==> src/rtl/uart_cmd_parser.sv <==
// uart_cmd_parser
//   Collects a 3-byte command frame from the UART receiver (operand A, operand B,
//   opcode). It drives the captured fields into a combinational ALU, captures
//   the result, and requests a single transmit of the result byte.
//   A partial frame is discarded if the next byte does not arrive in time.
//   A byte that arrives while a result is still in flight is dropped and
//   flagged as an overrun.
//
// Ports
//   clk, reset      system clock; synchronous active-high reset
//   i_rx_done       receiver byte-valid flag (rising edge = new byte)
//   i_rx_data       received byte, valid with the i_rx_done rising edge
//   i_alu_result    combinational ALU output for o_alu_a/o_alu_b/o_alu_op
//   i_tx_done       transmitter finished (rising edge = done)
//   o_alu_a/b/op    registered frame fields
//   o_tx_start      one-cycle transmit request
//   o_tx_data       registered result byte, stable until the transmit completes
//   o_busy          high from opcode capture until the transmit completes
//   o_timeout       one-cycle pulse when a partial frame is discarded
//   o_overrun       sticky; a byte arrived while busy
//
// state   | meaning
// --------+--------------------------------------------------
// WAIT_A  | idle, waiting for operand A
// WAIT_B  | operand A held, waiting for operand B (timed)
// WAIT_OP | operands held, waiting for opcode (timed)
// EXEC    | ALU settling on stable operands; result captured
// SEND    | o_tx_start asserted for this single cycle
// WAIT_TX | waiting for the transmitter to finish

module uart_cmd_parser #(
    parameter int DATA_WIDTH     = 8,
    parameter int OP_WIDTH       = 6,
    parameter int TIMEOUT_CYCLES = 1000000
) (
    input  logic                  clk,
    input  logic                  reset,
    input  logic                  i_rx_done,
    input  logic [DATA_WIDTH-1:0] i_rx_data,
    input  logic [DATA_WIDTH-1:0] i_alu_result,
    input  logic                  i_tx_done,
    output logic [DATA_WIDTH-1:0] o_alu_a,
    output logic [DATA_WIDTH-1:0] o_alu_b,
    output logic [OP_WIDTH-1:0]   o_alu_op,
    output logic                  o_tx_start,
    output logic [DATA_WIDTH-1:0] o_tx_data,
    output logic                  o_busy,
    output logic                  o_timeout,
    output logic                  o_overrun
);

    localparam int CNT_W = (TIMEOUT_CYCLES > 2) ? $clog2(TIMEOUT_CYCLES) : 1;
    localparam logic [CNT_W-1:0] CNT_LAST = CNT_W'(TIMEOUT_CYCLES - 1);

    typedef enum logic [2:0] {
        S_WAIT_A  = 3'd0,
        S_WAIT_B  = 3'd1,
        S_WAIT_OP = 3'd2,
        S_EXEC    = 3'd3,
        S_SEND    = 3'd4,
        S_WAIT_TX = 3'd5
    } state_t;

    state_t                state_q, state_d;
    logic                  rx_done_q;
    logic                  tx_done_q;
    logic [DATA_WIDTH-1:0] alu_a_q, alu_a_d;
    logic [DATA_WIDTH-1:0] alu_b_q, alu_b_d;
    logic [OP_WIDTH-1:0]   alu_op_q, alu_op_d;
    logic [DATA_WIDTH-1:0] tx_data_q, tx_data_d;
    logic [CNT_W-1:0]      cnt_q, cnt_d;
    logic                  timeout_q, timeout_d;
    logic                  overrun_q, overrun_d;

    logic rx_evt;
    logic tx_evt;

    // History regs reset to 0, so a done flag already high out of reset
    // is seen as a fresh edge.
    assign rx_evt = i_rx_done & ~rx_done_q;
    assign tx_evt = i_tx_done & ~tx_done_q;

    always_ff @(posedge clk) begin
        if (reset) begin
            state_q   <= S_WAIT_A;
            rx_done_q <= 1'b0;
            tx_done_q <= 1'b0;
            alu_a_q   <= '0;
            alu_b_q   <= '0;
            alu_op_q  <= '0;
            tx_data_q <= '0;
            cnt_q     <= '0;
            timeout_q <= 1'b0;
            overrun_q <= 1'b0;
        end else begin
            state_q   <= state_d;
            rx_done_q <= i_rx_done;
            tx_done_q <= i_tx_done;
            alu_a_q   <= alu_a_d;
            alu_b_q   <= alu_b_d;
            alu_op_q  <= alu_op_d;
            tx_data_q <= tx_data_d;
            cnt_q     <= cnt_d;
            timeout_q <= timeout_d;
            overrun_q <= overrun_d;
        end
    end

    always_comb begin
        state_d   = state_q;
        alu_a_d   = alu_a_q;
        alu_b_d   = alu_b_q;
        alu_op_d  = alu_op_q;
        tx_data_d = tx_data_q;
        cnt_d     = '0;
        timeout_d = 1'b0;
        overrun_d = overrun_q;

        case (state_q)
            S_WAIT_A: begin
                if (rx_evt) begin
                    alu_a_d = i_rx_data;
                    state_d = S_WAIT_B;
                end
            end
            S_WAIT_B: begin
                // An arriving byte beats the timeout on the terminal cycle.
                if (rx_evt) begin
                    alu_b_d = i_rx_data;
                    state_d = S_WAIT_OP;
                end else if (cnt_q == CNT_LAST) begin
                    timeout_d = 1'b1;
                    state_d   = S_WAIT_A;
                end else begin
                    cnt_d = cnt_q + 1'b1;
                end
            end
            S_WAIT_OP: begin
                if (rx_evt) begin
                    alu_op_d = i_rx_data[OP_WIDTH-1:0];
                    state_d  = S_EXEC;
                end else if (cnt_q == CNT_LAST) begin
                    timeout_d = 1'b1;
                    state_d   = S_WAIT_A;
                end else begin
                    cnt_d = cnt_q + 1'b1;
                end
            end
            S_EXEC: begin
                tx_data_d = i_alu_result;
                state_d   = S_SEND;
                if (rx_evt) overrun_d = 1'b1;
            end
            S_SEND: begin
                state_d = S_WAIT_TX;
                if (rx_evt) overrun_d = 1'b1;
            end
            S_WAIT_TX: begin
                if (tx_evt) state_d = S_WAIT_A;
                if (rx_evt) overrun_d = 1'b1;
            end
            default: state_d = S_WAIT_A;
        endcase
    end

    assign o_alu_a    = alu_a_q;
    assign o_alu_b    = alu_b_q;
    assign o_alu_op   = alu_op_q;
    assign o_tx_data  = tx_data_q;
    assign o_tx_start = (state_q == S_SEND);
    assign o_busy     = (state_q == S_EXEC) || (state_q == S_SEND) || (state_q == S_WAIT_TX);
    assign o_timeout  = timeout_q;
    assign o_overrun  = overrun_q;

endmodule

==> config.mk <==
export PLATFORM = sky130hd
export DESIGN_NAME = uart_cmd_parser
export DESIGN_NICKNAME = d
export VERILOG_FILES = /design/src/rtl/uart_cmd_parser.sv
export SDC_FILE = /design/constraint.sdc
export NUM_CORES = 1
export LEC_CHECK = 0
export ABC_AREA = 1
export CAP_MARGIN = 20
export CELL_PAD_IN_SITES_DETAIL_PLACEMENT = 1
export CELL_PAD_IN_SITES_GLOBAL_PLACEMENT = 2
export CORE_UTILIZATION = 31
export CTS_CLUSTER_DIAMETER = 150
export CTS_CLUSTER_SIZE = 24
export DETAILED_ROUTE_END_ITERATION = 10
export GPL_ROUTABILITY_DRIVEN = 1
export PLACE_DENSITY = 0.84
export SYNTH_ARGS = -nofsm -noshare
export SYNTH_HDL_FRONTEND = slang
export SYNTH_SLANG_ARGS = --single-unit
==> constraint.sdc <==
create_clock -name clk -period 4.4 [get_ports clk]
set_input_delay 0.44 -clock clk [delete_from_list [all_inputs] [get_ports clk]]
set_output_delay 0.44 -clock clk [all_outputs]
set_load 0.1 [all_outputs]
After elaboration in Yosys (flattened, before gate mapping):

Index checks and enable logic that the tools add are counted.

* $add $sub $neg: 1
* multipliers: 0
* div/mod/pow operators: 0
* magnitude comparators: 0
* equality and inequality tests: 8
* shifts and indexed selects: 0
* mux-type cells: 7
* bitwise operators: 5
* reductions and logical operators: 12

Operators with widths (count)
* adder 20 x 1 -> 20 bit, second input constant: 1
* == test 20 bit, second input constant: 1
* case mux 3 bit (6 select lines): 1
* two-way mux 3 bit: 5
* AND reduction 2 bit: 5
* == test 3 x 2 -> 1 bit, second input constant: 2
* == test 3 bit, second input constant: 2
* OR reduction 3 bit: 2
* inequality test 2 bit, second input constant: 2
* OR reduction 4 bit: 1
* == test 3 x 1 -> 1 bit, second input constant: 1
* zero test 3 bit: 1
* inverter 1 bit: 3
* bitwise AND 1 bit: 2
* logical OR 1 bit: 2
* OR reduction 2 bit: 1
* two-way mux 1 bit: 1

* register bits after elaboration: 57
* latch bits: 0
* RAM bits: 0
* memory bits (read-only): 0
* bits of input ports: 20
* output and inout port bits: 34
* logic and storage cells: 43
* memories: 0

Depth between registers and ports, before layout:

Gate-level depths: netlist of run 1.

* word-level depth: 4
* depth in mapped cells: 9
* depth with buffers taken out: 9

Least setup slack after synthesis of run 1:

Ideal clock, no wire load.

* path kind: flip-flop to output port
* start: register state_q[0]
* end: output port o_tx_start
* arrival time: 1.324 ns
* required time: 3.960 ns
* path slack: 2.636 ns
* stages on the path, launching flop included: 4
* path buffers: 0
* cells stage by stage: dfxtp_1 > nor2_1 > nand2_1 > inv_1

* cells in the longest elaborated chain, start to end: 1

Ends and longest elaborated chain
* start, declared: RTL line 64 `state_t state_q, state_d;`
* start signal, assigned: RTL line 96 `state_q <= state_d;`
* == test 3 bit: RTL line 170 `assign o_tx_start = (state_q == S_SEND);`
* end, declared: RTL line 45 `output logic o_tx_start,`

Every way passes these cells.

Final worst setup path of run 1:

* start: register state_q[1]
* end: output port o_busy

* cells in the longest elaborated chain, start to end: 3
* elaborated cells between the ends (all ways): 5
* classes of those cells: eq/ne: 3; reduce/logical: 2

Ends and longest elaborated chain
* == test 3 x 2 -> 1 bit / == test 3 bit (equally long branches): RTL line 171 `assign o_busy = (state_q == S_EXEC) || (state_q == S_SEND) || (state_q == S_WAIT_TX);`
* logical OR 1 bit: RTL line 171
* logical OR 1 bit *: RTL line 171
* end, declared: RTL line 47 `output logic o_busy,`

Every way passes the cells marked *; elsewhere a longest branch is shown, timed or not.

==> impl_metrics.prom, run 1 <==
# TYPE chip_impl_metric gauge
chip_impl_metric{name="insertion_delay",unit="ps"} 340
chip_impl_info{name="slowest_stage",value="clkdlybuf4s50_1"} 1
chip_impl_metric{name="synth_edf_count",unit=""} 0
chip_impl_metric{name="synth.avg_cell_area",unit="µm²"} 7.70
chip_impl_metric{name="drt.antenna.violating_nets",unit=""} 0
chip_impl_metric{name="mean_routed_wirelength_per_cell",unit="µm"} 13.3
chip_impl_metric{name="grt_antenna_before_repair",unit=""} 0
chip_impl_metric{name="postSynthRegisterBits",unit=""} 57
chip_impl_metric{name="ir_drop_worst_vdd",unit="V"} 0.000163
chip_impl_metric{name="grt_max_degree",unit=""} 37
chip_impl_info{name="cp-start-kind",value="flop"} 1
chip_impl_metric{name="start_util",unit="%"} 32.3
chip_impl_info{name="final_common_cell",value="nand2_1"} 1
chip_impl_metric{name="io_buffer_count",unit=""} 53
chip_impl_metric{name="max-clock-path-buffers",unit=""} 2
chip_impl_metric{name="synth_fp_nets",unit=""} 348
chip_impl_metric{name="cts.hold.buffers_added",unit=""} 0
chip_impl_info{name="root_buffer",value="clkbuf_8"} 1
chip_impl_metric{name="fin_crit_sh",unit="%"} 69.7
chip_impl_metric{name="cts_buffers",unit=""} 9
chip_impl_metric{name="maxClockFrequency",unit="GHz"} 0.326
chip_impl_info{name="dominantRegCellSynth",value="dfxtp_1"} 1
chip_impl_metric{name="syn-instance-count",unit=""} 327
chip_impl_metric{name="antenna_cells",unit=""} 0
chip_impl_metric{name="ys_async_sr_fraction",unit="%"} 0
chip_impl_metric{name="synth_area",unit="µm²"} 2520
chip_impl_metric{name="hold_viol_final",unit=""} 0
chip_impl_info{name="synth.top_cells.by_area",value="dfxtp_1 (45%), nand2_1 (14%), a21oi_1 (7.4%)"} 1
chip_impl_metric{name="ff2ff_setup_slack",unit="ps"} 2610
chip_impl_metric{name="final_cell_count_no_fill",unit=""} 493
chip_impl_metric{name="max_slew.worst_pin.slew",unit="ps"} 1010
chip_impl_metric{name="relSlewSlack",unit="%"} 32.4
chip_impl_metric{name="dieHeight",unit="µm"} 92.1
chip_impl_metric{name="maxCapViolCount",unit=""} 0
chip_impl_metric{name="clock_tree.htree_level_count",unit=""} 3
chip_impl_metric{name="register_area",unit="µm²"} 1140
chip_impl_metric{name="synth_seq_area_share",unit="%"} 45.3
chip_impl_info{name="path_cells",value="inv_1, nor3_4, inv_2, nand3_2, clkdlybuf4s50_1"} 1
chip_impl_metric{name="dieWidth",unit="µm"} 92.1
chip_impl_info{name="timing.critical_path.to_type",value="output pin"} 1
chip_impl_metric{name="core-area",unit="µm²"} 7810
chip_impl_metric{name="route.vias.total",unit=""} 2265
chip_impl_metric{name="io-pin-count",unit=""} 54
chip_impl_metric{name="area_growth_syn_to_layout",unit="%"} 32.7
chip_impl_metric{name="drc",unit=""} 0
chip_impl_metric{name="p_per_area",unit="nW/µm²"} 361
chip_impl_metric{name="drt_wl_total",unit="mm"} 6.54
chip_impl_metric{name="overflow_left_after_global_routing",unit=""} 0
chip_impl_metric{name="drt_pre_antenna_iters",unit=""} 4
chip_impl_metric{name="synth_top_area_share",unit="%"} 45.3
chip_impl_metric{name="critPathArrivalTime",unit="ps"} 2630
chip_impl_metric{name="timing.final.max_slew_violations",unit=""} 0
chip_impl_info{name="hold_wc_path_type",value="flop to flop"} 1
chip_impl_metric{name="postCtsSetupRepairBufs",unit=""} 0
chip_impl_info{name="timing.setup.critical_path_class",value="flop to output pin"} 1
chip_impl_metric{name="ratio_of_cells_with_drive_above_1_in_the_final_layout",unit="%"} 15.6
chip_impl_metric{name="globalplace.congestion",unit=""} 0.708
chip_impl_metric{name="synth.lib_cells_used.distinct",unit=""} 33
chip_impl_metric{name="post-route-min-period",unit="ps"} 3070
chip_impl_metric{name="final_net_count",unit=""} 407
chip_impl_metric{name="track_usage",unit="%"} 16.8
chip_impl_metric{name="cp_slowest_stage_delay",unit="ps"} 1130
chip_impl_metric{name="yosys_warnings",unit=""} 0
chip_impl_info{name="mostFrequentLayoutCells",value="nand2_1 (95), dfxtp_1 (57), clkdlybuf4s50_1 (53), a21oi_1 (37), inv_1 (28)"} 1
chip_impl_metric{name="setup_viol",unit=""} 0
chip_impl_metric{name="rows",unit=""} 32
chip_impl_metric{name="die_area",unit="µm²"} 8490
chip_impl_info{name="tritoncts",value="done"} 1
chip_impl_metric{name="final_hpwl_dp",unit="mm"} 4.76
chip_impl_metric{name="area_of_combinational_cells_with_multiple_inputs",unit="µm²"} 1210
chip_impl_metric{name="global_route_wire_length_before_repair",unit="mm"} 11.1
chip_impl_metric{name="post_route_setup_tns",unit="ps"} 0
chip_impl_metric{name="ctsResizeCount",unit=""} 0
chip_impl_metric{name="clk_pin_slew_worst_paths",unit="ps"} 70
chip_impl_info{name="rsz_0062_raised_after_global_routing",value="no"} 1
chip_impl_metric{name="drt_first_iter_violations",unit=""} 76
chip_impl_metric{name="dp_cells",unit=""} 477
chip_impl_metric{name="pleak",unit="nW"} 1.18
chip_impl_metric{name="worstPathMaxFanout",unit=""} 10
chip_impl_info{name="outcome",value="finished clean"} 1
chip_impl_metric{name="post_detailed_route_via_to_cell_ratio",unit=""} 4.59
chip_impl_metric{name="grt_pass1_vias",unit=""} 2324
chip_impl_metric{name="skew",unit="ps"} 8.95
chip_impl_metric{name="total_of_fill_cells_in_the_finished_design",unit=""} 962
chip_impl_metric{name="cp_data_required_time",unit="ps"} 3960
chip_impl_metric{name="clkSinkCount",unit=""} 57
chip_impl_info{name="synth_area_leader_cell",value="dfxtp_1"} 1
final timing paths:
path                                   start           end  cells past startpoint
worst max-delay path              state_q[1]        o_busy                      5
worst min-delay path            o_tx_data[4]  o_tx_data[4]                      2
worst max register to register      cnt_q[0]     cnt_q[13]                      8
worst min register to register  o_tx_data[4]  o_tx_data[4]                      2
Yosys cell counts, types with 5 or more instances:
library cell and count:
a21oi_1 37, dfxtp_1 57, inv_1 28, inv_2 6, nand2_1 95, nand3_1 10
nand3_2 5, nor2_1 25, nor2_2 12, xor2_1 5
state kept, by name (all words and copies together), names as in the netlist:
signal / flops
o_overrun: 1
o_tx_data: 8
o_alu_op: 6
o_alu_b: 8
o_alu_a: 8
tx_done_q: 1
cnt_q: 20
o_timeout: 1
rx_done_q: 1
state_q: 3
layer usage:
metal / share of wire [%] / routed length [µm] / track usage (%)
met2: 48 / 3150 / 27.6
met4: 1.1 / 72 / 5.86
met3: 3.8 / 247 / 5.56
met1: 47 / 3080 / 20.4
met5: 0 / 0 / 0
critical path, delay by kind of cell, from the launching register on:
family	cells	cell delay [ps]
flops	1	410
buf+inv	3	1440
simple gates	2	440
where the power goes:
group,leakage (nW),internal (mW),total (mW),switching [mW]
Clock,0.0953,0.275,0.491,0.216
Combinational,0.625,0.0484,0.176,0.128
Sequential,0.461,0.530,0.539,0.00940
Total,1.18,0.853,1.21,0.354
cell families (layout without fill, tap and decap cells):
group,after synthesis,count (layout),synth area share (%)
fa+ha+maj,1,1,0.497
simple gates,175,175,34.6
buf+inv,40,104,6.56
compound gates,47,47,10.3
flops,57,57,45.3
xor+xnor,7,7,2.73
metrics by stage:
step | power [mW] | util [%] | hold WS [ps] | area [µm²] | worst slack [ps]
3_3_place_gp | 0.726 | 40.3 | 449 | 3150 | 1750
3_5_place_dp | 0.728 | 40.3 | 455 | 3150 | 1680
5_1_grt | 1.26 | 42.8 | 480 | 3340 | 1160
6_report | 1.21 | 42.8 | 465 | 3340 | 1330
4_1_cts | 1.22 | 42.8 | 467 | 3340 | 1290
2_1_floorplan | 0.675 | - | 447 | 2520 | 2640
cell type report:
| class | count | area share, % |
|---|---|---|
| Multi-Input combinational cell | 230 | 36.3 |
| Sequential cell | 57 | 34.1 |
| Timing Repair Buffer | 54 | 16.1 |
| Clock buffer | 11 | 4.23 |
| Clock inverter | 5 | 1.65 |
| Inverter | 34 | 3.82 |
| Tap cell | 102 | 3.82 |
No activity file was read; power rests on OpenSTA's default activity.
==> run 2: changes to the inputs <==
--- a/config.mk
+++ b/config.mk
@@ -9,12 +9,12 @@
 export CAP_MARGIN = 20
 export CELL_PAD_IN_SITES_DETAIL_PLACEMENT = 1
 export CELL_PAD_IN_SITES_GLOBAL_PLACEMENT = 2
-export CORE_UTILIZATION = 31
+export CORE_UTILIZATION = 26
 export CTS_CLUSTER_DIAMETER = 150
 export CTS_CLUSTER_SIZE = 24
 export DETAILED_ROUTE_END_ITERATION = 10
 export GPL_ROUTABILITY_DRIVEN = 1
-export PLACE_DENSITY = 0.84
+export PLACE_DENSITY = 0.75
 export SYNTH_ARGS = -nofsm -noshare
 export SYNTH_HDL_FRONTEND = slang
 export SYNTH_SLANG_ARGS = --single-unit
==> constraint.sdc (replaced) <==
create_clock -name clk -period 2.78 [get_ports clk]
set_input_delay 0.278 -clock clk [delete_from_list [all_inputs] [get_ports clk]]
set_output_delay 0.278 -clock clk [all_outputs]
set_load 0.1 [all_outputs]
==> impl_metrics.prom, run 2 (synthesis gave the netlist of run 1 again) <==
# TYPE chip_impl_metric gauge
chip_impl_info{name="outcome",value="finished clean"} 1
chip_impl_info{name="slowest_stage",value="dfxtp_1"} 1
chip_impl_metric{name="dieWidth",unit="µm"} 100
chip_impl_metric{name="setup_viol",unit=""} 0
chip_impl_info{name="hold_sp",value="o_tx_data[6]"} 1
chip_impl_metric{name="post_route_setup_tns",unit="ps"} 0
chip_impl_metric{name="skew",unit="ps"} 12.5
chip_impl_metric{name="final_core_util",unit="%"} 35.4
chip_impl_metric{name="final_net_count",unit=""} 407
chip_impl_metric{name="max_slew.worst_pin.slew",unit="ps"} 433
chip_impl_metric{name="ctsResizeCount",unit=""} 0
chip_impl_info{name="tritoncts",value="done"} 1
chip_impl_metric{name="io_buffer_count",unit=""} 53
chip_impl_info{name="mostFrequentLayoutCells",value="nand2_1 (95), dfxtp_1 (57), a21oi_1 (37), buf_4 (35), inv_1 (28)"} 1
chip_impl_metric{name="power",unit="mW"} 1.95
chip_impl_metric{name="ratio_of_cells_with_drive_above_1_in_the_final_layout",unit="%"} 24.3
chip_impl_info{name="cp-start-kind",value="flop"} 1
chip_impl_metric{name="hold_viol_final",unit=""} 0
chip_impl_metric{name="mean_routed_wirelength_per_cell",unit="µm"} 12.8
chip_impl_info{name="crit-reg2reg-capture",value="cnt_q[13]"} 1
chip_impl_metric{name="track_usage",unit="%"} 14.3
chip_impl_metric{name="antenna_cells",unit=""} 0
chip_impl_metric{name="ff2ff_setup_slack",unit="ps"} 1030
chip_impl_metric{name="fin_crit_sh",unit="%"} 77.1
chip_impl_info{name="path_cells",value="inv_1, nor3_4, inv_2, nand3_2, buf_4"} 1
chip_impl_metric{name="worst_r2r_path_depth",unit=""} 8
chip_impl_metric{name="area_growth_syn_to_layout",unit="%"} 31.1
chip_impl_metric{name="pleak",unit="nW"} 1.26
chip_impl_metric{name="maxClockFrequency",unit="GHz"} 0.466
chip_impl_metric{name="io-pin-count",unit=""} 54
chip_impl_metric{name="start_util",unit="%"} 27.0
chip_impl_metric{name="dieHeight",unit="µm"} 100
chip_impl_metric{name="worst_hold_slack",unit="ps"} 466
chip_impl_metric{name="clock_tree.htree_level_count",unit=""} 3
chip_impl_metric{name="route.vias.total",unit=""} 2207
chip_impl_metric{name="placed_area",unit="µm²"} 3100
chip_impl_metric{name="relSlewSlack",unit="%"} 71.0
chip_impl_metric{name="drt_wl_total",unit="mm"} 6.65
chip_impl_metric{name="cp_data_required_time",unit="ps"} 2500
chip_impl_info{name="root_buffer",value="clkbuf_8"} 1
chip_impl_metric{name="grt_antenna_before_repair",unit=""} 0
chip_impl_metric{name="p_per_area",unit="nW/µm²"} 589
chip_impl_metric{name="die_area",unit="µm²"} 10100
chip_impl_metric{name="grt_pass1_vias",unit=""} 2246
chip_impl_metric{name="maxCapViolCount",unit=""} 0
chip_impl_metric{name="core-area",unit="µm²"} 9330
chip_impl_metric{name="worstPathMaxFanout",unit=""} 10
chip_impl_metric{name="drt.antenna.violating_nets",unit=""} 0
chip_impl_metric{name="cp_slowest_stage_delay",unit="ps"} 410
chip_impl_metric{name="cts_buffers",unit=""} 9
chip_impl_metric{name="insertion_delay",unit="ps"} 330
chip_impl_metric{name="critPathArrivalTime",unit="ps"} 1870
chip_impl_info{name="timing.setup.critical_path_class",value="flop to output pin"} 1
chip_impl_metric{name="post_detailed_route_via_to_cell_ratio",unit=""} 4.24
chip_impl_metric{name="drt_first_iter_violations",unit=""} 75
chip_impl_metric{name="flip_flop_count_of_the_largest_register_after_layout",unit=""} 20
chip_impl_info{name="min_delay_worst_endpoint",value="o_tx_data[6]"} 1
chip_impl_info{name="reg_with_most_ffs",value="cnt_q"} 1
chip_impl_metric{name="clk_pin_slew_worst_paths",unit="ps"} 70
chip_impl_info{name="rsz_0062_raised_after_global_routing",value="no"} 1
chip_impl_metric{name="ir_drop_worst_vdd",unit="V"} 0.000204
chip_impl_metric{name="drc",unit=""} 0
chip_impl_metric{name="overflow_left_after_global_routing",unit=""} 0
chip_impl_metric{name="cts.hold.buffers_added",unit=""} 0
chip_impl_metric{name="grt_max_degree",unit=""} 36
chip_impl_metric{name="global_route_wire_length_before_repair",unit="mm"} 11.1
chip_impl_metric{name="globalplace.congestion",unit=""} 0.715
chip_impl_info{name="rr_startpoint",value="cnt_q[0]"} 1
chip_impl_metric{name="rows",unit=""} 35
chip_impl_info{name="final_common_cell",value="nand2_1"} 1
chip_impl_metric{name="clkSinkCount",unit=""} 57
chip_impl_info{name="hold_wc_path_type",value="flop to flop"} 1
chip_impl_metric{name="post-route-min-period",unit="ps"} 2140
chip_impl_metric{name="timing.final.max_slew_violations",unit=""} 0
chip_impl_metric{name="max-clock-path-buffers",unit=""} 2
chip_impl_metric{name="final_hpwl_dp",unit="mm"} 4.98
chip_impl_metric{name="final_cell_area",unit="µm²"} 3300
chip_impl_metric{name="whs_path_depth",unit=""} 2
chip_impl_info{name="timing.critical_path.to_type",value="output pin"} 1
chip_impl_metric{name="postCtsSetupRepairBufs",unit=""} 0
chip_impl_metric{name="drt_pre_antenna_iters",unit=""} 4
chip_impl_metric{name="total_of_fill_cells_in_the_finished_design",unit=""} 1144
run 2: cell types whose count changed in the layout (fill, tap and decap cells not counted):
cell / delta
clkinvlp_4: -1
clkdlybuf4s50_1: -34
clkinv_2: -1
clkbuf_8: +1
clkinv_4: +1
buf_4: +34
run 2: metal layers:
layer | share of wire [%] | global-route usage (%) | vias up
li1 | - | - | 1160
met1 | 51 | 18.9 | 1002
met2 | 45 | 22.2 | 35
met3 | 2.7 | 2.86 | 10
met4 | 1.7 | 7.36 | 0
met5 | 0 | 0 | -
run 2: worst max path at each step:
stage / startpoint / to / slack (ps) / cells past startpoint
finish: state_q[1] / o_busy / 640 / 5
global route: state_q[1] / o_busy / 500 / 5
CTS: state_q[1] / o_busy / 610 / 5
detailed placement: i_rx_done / o_alu_b[6] / 810 / 8
global placement: i_rx_done / o_alu_b[5] / 890 / 8
floorplan: state_q[2] / o_overrun / 1180 / 5
run 2: area by class of cell:
| class | count | area (µm²) | share of cell area (%) |
|---|---|---|---|
| inverters | 34 | 128 | 3.87 |
| multi-input cells | 230 | 1210 | 36.7 |
| well taps | 129 | 161 | 4.89 |
| clock inverters | 4 | 51.3 | 1.55 |
| flip-flops and latches | 57 | 1140 | 34.6 |
| repair buffers | 54 | 453 | 13.7 |
| clock buffers | 12 | 155 | 4.70 |
run 2: critical path: cells and delay by family (launching register included):
kind | cells | cell delay (ps)
buffers and inverters | 3 | 610
DFF | 1 | 410
and+or+nand+nor | 2 | 500
run 2: stage by stage:
step	worst slack, ps	std cells
global route	504	520
detailed placement	814	504
global placement	894	504
floorplan	1180	327
CTS	608	520
finish	636	520
run 2: power breakdown:
group | switching [mW] | internal [mW] | total, mW
Combinational | 0.204 | 0.0710 | 0.275
Clock | 0.354 | 0.463 | 0.817
Sequential | 0.0153 | 0.838 | 0.853
==> run 3: changes to the inputs <==
--- a/config.mk
+++ b/config.mk
@@ -9,12 +9,12 @@
 export CAP_MARGIN = 20
 export CELL_PAD_IN_SITES_DETAIL_PLACEMENT = 1
 export CELL_PAD_IN_SITES_GLOBAL_PLACEMENT = 2
-export CORE_UTILIZATION = 26
+export CORE_UTILIZATION = 28
 export CTS_CLUSTER_DIAMETER = 150
 export CTS_CLUSTER_SIZE = 24
 export DETAILED_ROUTE_END_ITERATION = 10
 export GPL_ROUTABILITY_DRIVEN = 1
-export PLACE_DENSITY = 0.75
+export PLACE_DENSITY = 0.77
 export SYNTH_ARGS = -nofsm -noshare
 export SYNTH_HDL_FRONTEND = slang
 export SYNTH_SLANG_ARGS = --single-unit
==> constraint.sdc (replaced) <==
create_clock -name clk -period 2.1 [get_ports clk]
set_input_delay 0.21 -clock clk [delete_from_list [all_inputs] [get_ports clk]]
set_output_delay 0.21 -clock clk [all_outputs]
set_load 0.1 [all_outputs]
==> impl_metrics.prom, run 3 (synthesis gave the netlist of run 1 again) <==
# TYPE chip_impl_metric gauge
chip_impl_info{name="outcome",value="finished clean"} 1
chip_impl_metric{name="final_cell_area",unit="µm²"} 3310
chip_impl_metric{name="comb_power_share",unit="%"} 14.6
chip_impl_metric{name="io-pin-count",unit=""} 54
chip_impl_metric{name="dieHeight",unit="µm"} 96.8
chip_impl_metric{name="overflow_left_after_global_routing",unit=""} 0
chip_impl_metric{name="area_growth_syn_to_layout",unit="%"} 31.2
chip_impl_info{name="min_delay_worst_endpoint",value="tx_done_q"} 1
chip_impl_metric{name="share_clk_of_total_power",unit="%"} 40.7
chip_impl_metric{name="timing.final.max_slew_violations",unit=""} 0
chip_impl_info{name="hold_wc_path_type",value="primary input to flop"} 1
chip_impl_metric{name="cts_buffers",unit=""} 9
chip_impl_metric{name="die_area",unit="µm²"} 9380
chip_impl_metric{name="maxCapViolCount",unit=""} 0
chip_impl_metric{name="core-area",unit="µm²"} 8720
chip_impl_metric{name="grt_pass1_vias",unit=""} 2336
chip_impl_metric{name="insertion_delay",unit="ps"} 330
chip_impl_metric{name="route.vias.total",unit=""} 2279
chip_impl_metric{name="register_area",unit="µm²"} 1140
chip_impl_metric{name="whs_path_depth",unit=""} 3
chip_impl_metric{name="maxClockFrequency",unit="GHz"} 0.573
chip_impl_metric{name="area_of_combinational_cells_with_multiple_inputs",unit="µm²"} 1210
chip_impl_metric{name="pwr-share-seq",unit="%"} 44.7
chip_impl_metric{name="skew",unit="ps"} 12.1
chip_impl_metric{name="antenna_cells",unit=""} 0
chip_impl_metric{name="post-route-min-period",unit="ps"} 1740
chip_impl_info{name="reg_with_most_ffs",value="cnt_q"} 1
chip_impl_info{name="rr_startpoint",value="cnt_q[0]"} 1
chip_impl_metric{name="rows",unit=""} 34
chip_impl_info{name="root_buffer",value="clkbuf_8"} 1
chip_impl_info{name="slowest_stage",value="dfxtp_1"} 1
chip_impl_metric{name="fin_crit_sh",unit="%"} 83.1
chip_impl_metric{name="post_route_setup_tns",unit="ps"} 0
chip_impl_metric{name="sw_frac_of_total",unit="%"} 29.4
chip_impl_metric{name="hold_viol_final",unit=""} 0
chip_impl_info{name="rsz_0062_raised_after_global_routing",value="no"} 1
chip_impl_metric{name="power_internal",unit="mW"} 1.78
chip_impl_metric{name="clkSinkCount",unit=""} 57
chip_impl_metric{name="worstPathMaxFanout",unit=""} 16
chip_impl_metric{name="drt_wl_total",unit="mm"} 6.76
chip_impl_metric{name="worst_r2r_path_depth",unit=""} 8
chip_impl_metric{name="post_detailed_route_via_to_cell_ratio",unit=""} 4.55
chip_impl_metric{name="net-switching-power",unit="mW"} 0.744
chip_impl_metric{name="dieWidth",unit="µm"} 96.8
chip_impl_metric{name="ratio_of_cells_with_drive_above_1_in_the_final_layout",unit="%"} 24.7
chip_impl_metric{name="total_of_fill_cells_in_the_finished_design",unit=""} 1083
chip_impl_metric{name="final_net_count",unit=""} 409
chip_impl_info{name="timing.critical_path.to_type",value="flop"} 1
chip_impl_metric{name="drt_first_iter_violations",unit=""} 56
chip_impl_metric{name="global_route_wire_length_before_repair",unit="mm"} 11.6
chip_impl_info{name="cp-start-kind",value="flop"} 1
chip_impl_metric{name="ctsResizeCount",unit=""} 0
chip_impl_metric{name="ff2ff_setup_slack",unit="ps"} 360
chip_impl_metric{name="clk_pin_slew_worst_paths",unit="ps"} 70
chip_impl_metric{name="drt_pre_antenna_iters",unit=""} 4
chip_impl_metric{name="cp_data_required_time",unit="ps"} 2330
chip_impl_metric{name="placed_area",unit="µm²"} 3110
chip_impl_metric{name="grt_max_degree",unit=""} 36
chip_impl_info{name="tritoncts",value="done"} 1
chip_impl_metric{name="io_buffer_count",unit=""} 53
chip_impl_metric{name="final_core_util",unit="%"} 37.9
chip_impl_info{name="path_common_cell",value="nand3_2"} 1
chip_impl_metric{name="drc",unit=""} 0
chip_impl_metric{name="setup_viol",unit=""} 0
chip_impl_metric{name="max-clock-path-buffers",unit=""} 2
chip_impl_info{name="final_common_cell",value="nand2_1"} 1
chip_impl_metric{name="relSlewSlack",unit="%"} 73.3
chip_impl_metric{name="drt.antenna.violating_nets",unit=""} 0
chip_impl_info{name="path_cells",value="ha_1, nand3_2, nor2_1, nand3_2, nand2_4, inv_2, nand3_1, inv_1"} 1
chip_impl_metric{name="flip_flop_count_of_the_largest_register_after_layout",unit=""} 20
chip_impl_metric{name="ir_drop_worst_vdd",unit="V"} 0.000310
chip_impl_metric{name="cp_slowest_stage_delay",unit="ps"} 430
chip_impl_metric{name="postCtsSetupRepairBufs",unit=""} 0
chip_impl_metric{name="track_usage",unit="%"} 15.5
chip_impl_metric{name="pleak",unit="nW"} 1.26
chip_impl_metric{name="mean_routed_wirelength_per_cell",unit="µm"} 13.5
chip_impl_info{name="mostFrequentLayoutCells",value="nand2_1 (95), dfxtp_1 (57), a21oi_1 (37), buf_4 (35), inv_1 (28)"} 1
chip_impl_metric{name="p_per_area",unit="nW/µm²"} 765
chip_impl_metric{name="globalplace.congestion",unit=""} 0.703
chip_impl_metric{name="clock_tree.htree_level_count",unit=""} 3
chip_impl_info{name="crit-reg2reg-capture",value="cnt_q[13]"} 1
chip_impl_info{name="launching_element_of_the_worst_setup_path",value="cnt_q[0]"} 1
chip_impl_metric{name="max_slew.worst_pin.slew",unit="ps"} 397
chip_impl_metric{name="grt_antenna_before_repair",unit=""} 0
chip_impl_info{name="hold_sp",value="i_tx_done"} 1
chip_impl_metric{name="cts.hold.buffers_added",unit=""} 0
chip_impl_metric{name="start_util",unit="%"} 28.9
chip_impl_metric{name="critPathArrivalTime",unit="ps"} 1980
chip_impl_info{name="timing.setup.critical_path_class",value="flop to flop"} 1
chip_impl_metric{name="final_hpwl_dp",unit="mm"} 5.00
==> run 3: cell count changes in the layout (fill, tap and decap cells not counted), sizes merged <==
cell      delta
buf          +2
clkbuf       -1
clkinvlp     +1
==> run 3: worst max-delay path by stage <==
stage	endpoint	slack, ps	cells past startpoint
floorplan	o_overrun	500	5
global placement	o_alu_b[1]	340	8
detailed placement	o_alu_a[2]	310	7
CTS	cnt_q[13]	340	8
global route	cnt_q[18]	180	8
finish	cnt_q[13]	360	8
==> run 3: final cells by class <==
class,count,share of cell area (%)
clock buffers,11,4.28
clock inverters,5,1.67
inverters,34,3.86
multi-input cells,230,36.7
flip-flops and latches,57,34.5
well taps,108,4.09
repair buffers,56,14.9
==> run 3: power by group through the flow <==
stage | clock network (mW) | logic [mW] | registers, mW
finish | 1.03 | 0.368 | 1.13
detailed placement | 0 | 0.373 | 1.15
global placement | 0 | 0.370 | 1.15
global route | 1.12 | 0.392 | 1.13
CTS | 1.08 | 0.374 | 1.13
floorplan | 0 | 0.115 | 1.30
==> run 3: stage by stage <==
stage	hold WS (ps)	power, mW	cells	worst slack [ps]
floorplan	335	1.41	327	495
global placement	450	1.52	485	338
detailed placement	456	1.53	485	306
CTS	399	2.58	501	337
global route	428	2.65	501	185
finish	418	2.53	501	355
==> run 3: metal layers <==
layer  vias up  global-route usage [%]  routed length [µm]
met5         -                       0                   0
met4         0                    4.48                  74
li1       1162                       -                   -
met2        35                    25.2                3220
met1      1075                    19.6                3200
met3         7                    4.99                 268
==> run 3: critical path: cells and delay by family (launching register included) <==
kind	cells	cell delay [ps]
fa+ha+maj	1	240
buf+inv	2	140
flops	1	430
simple gates	5	830
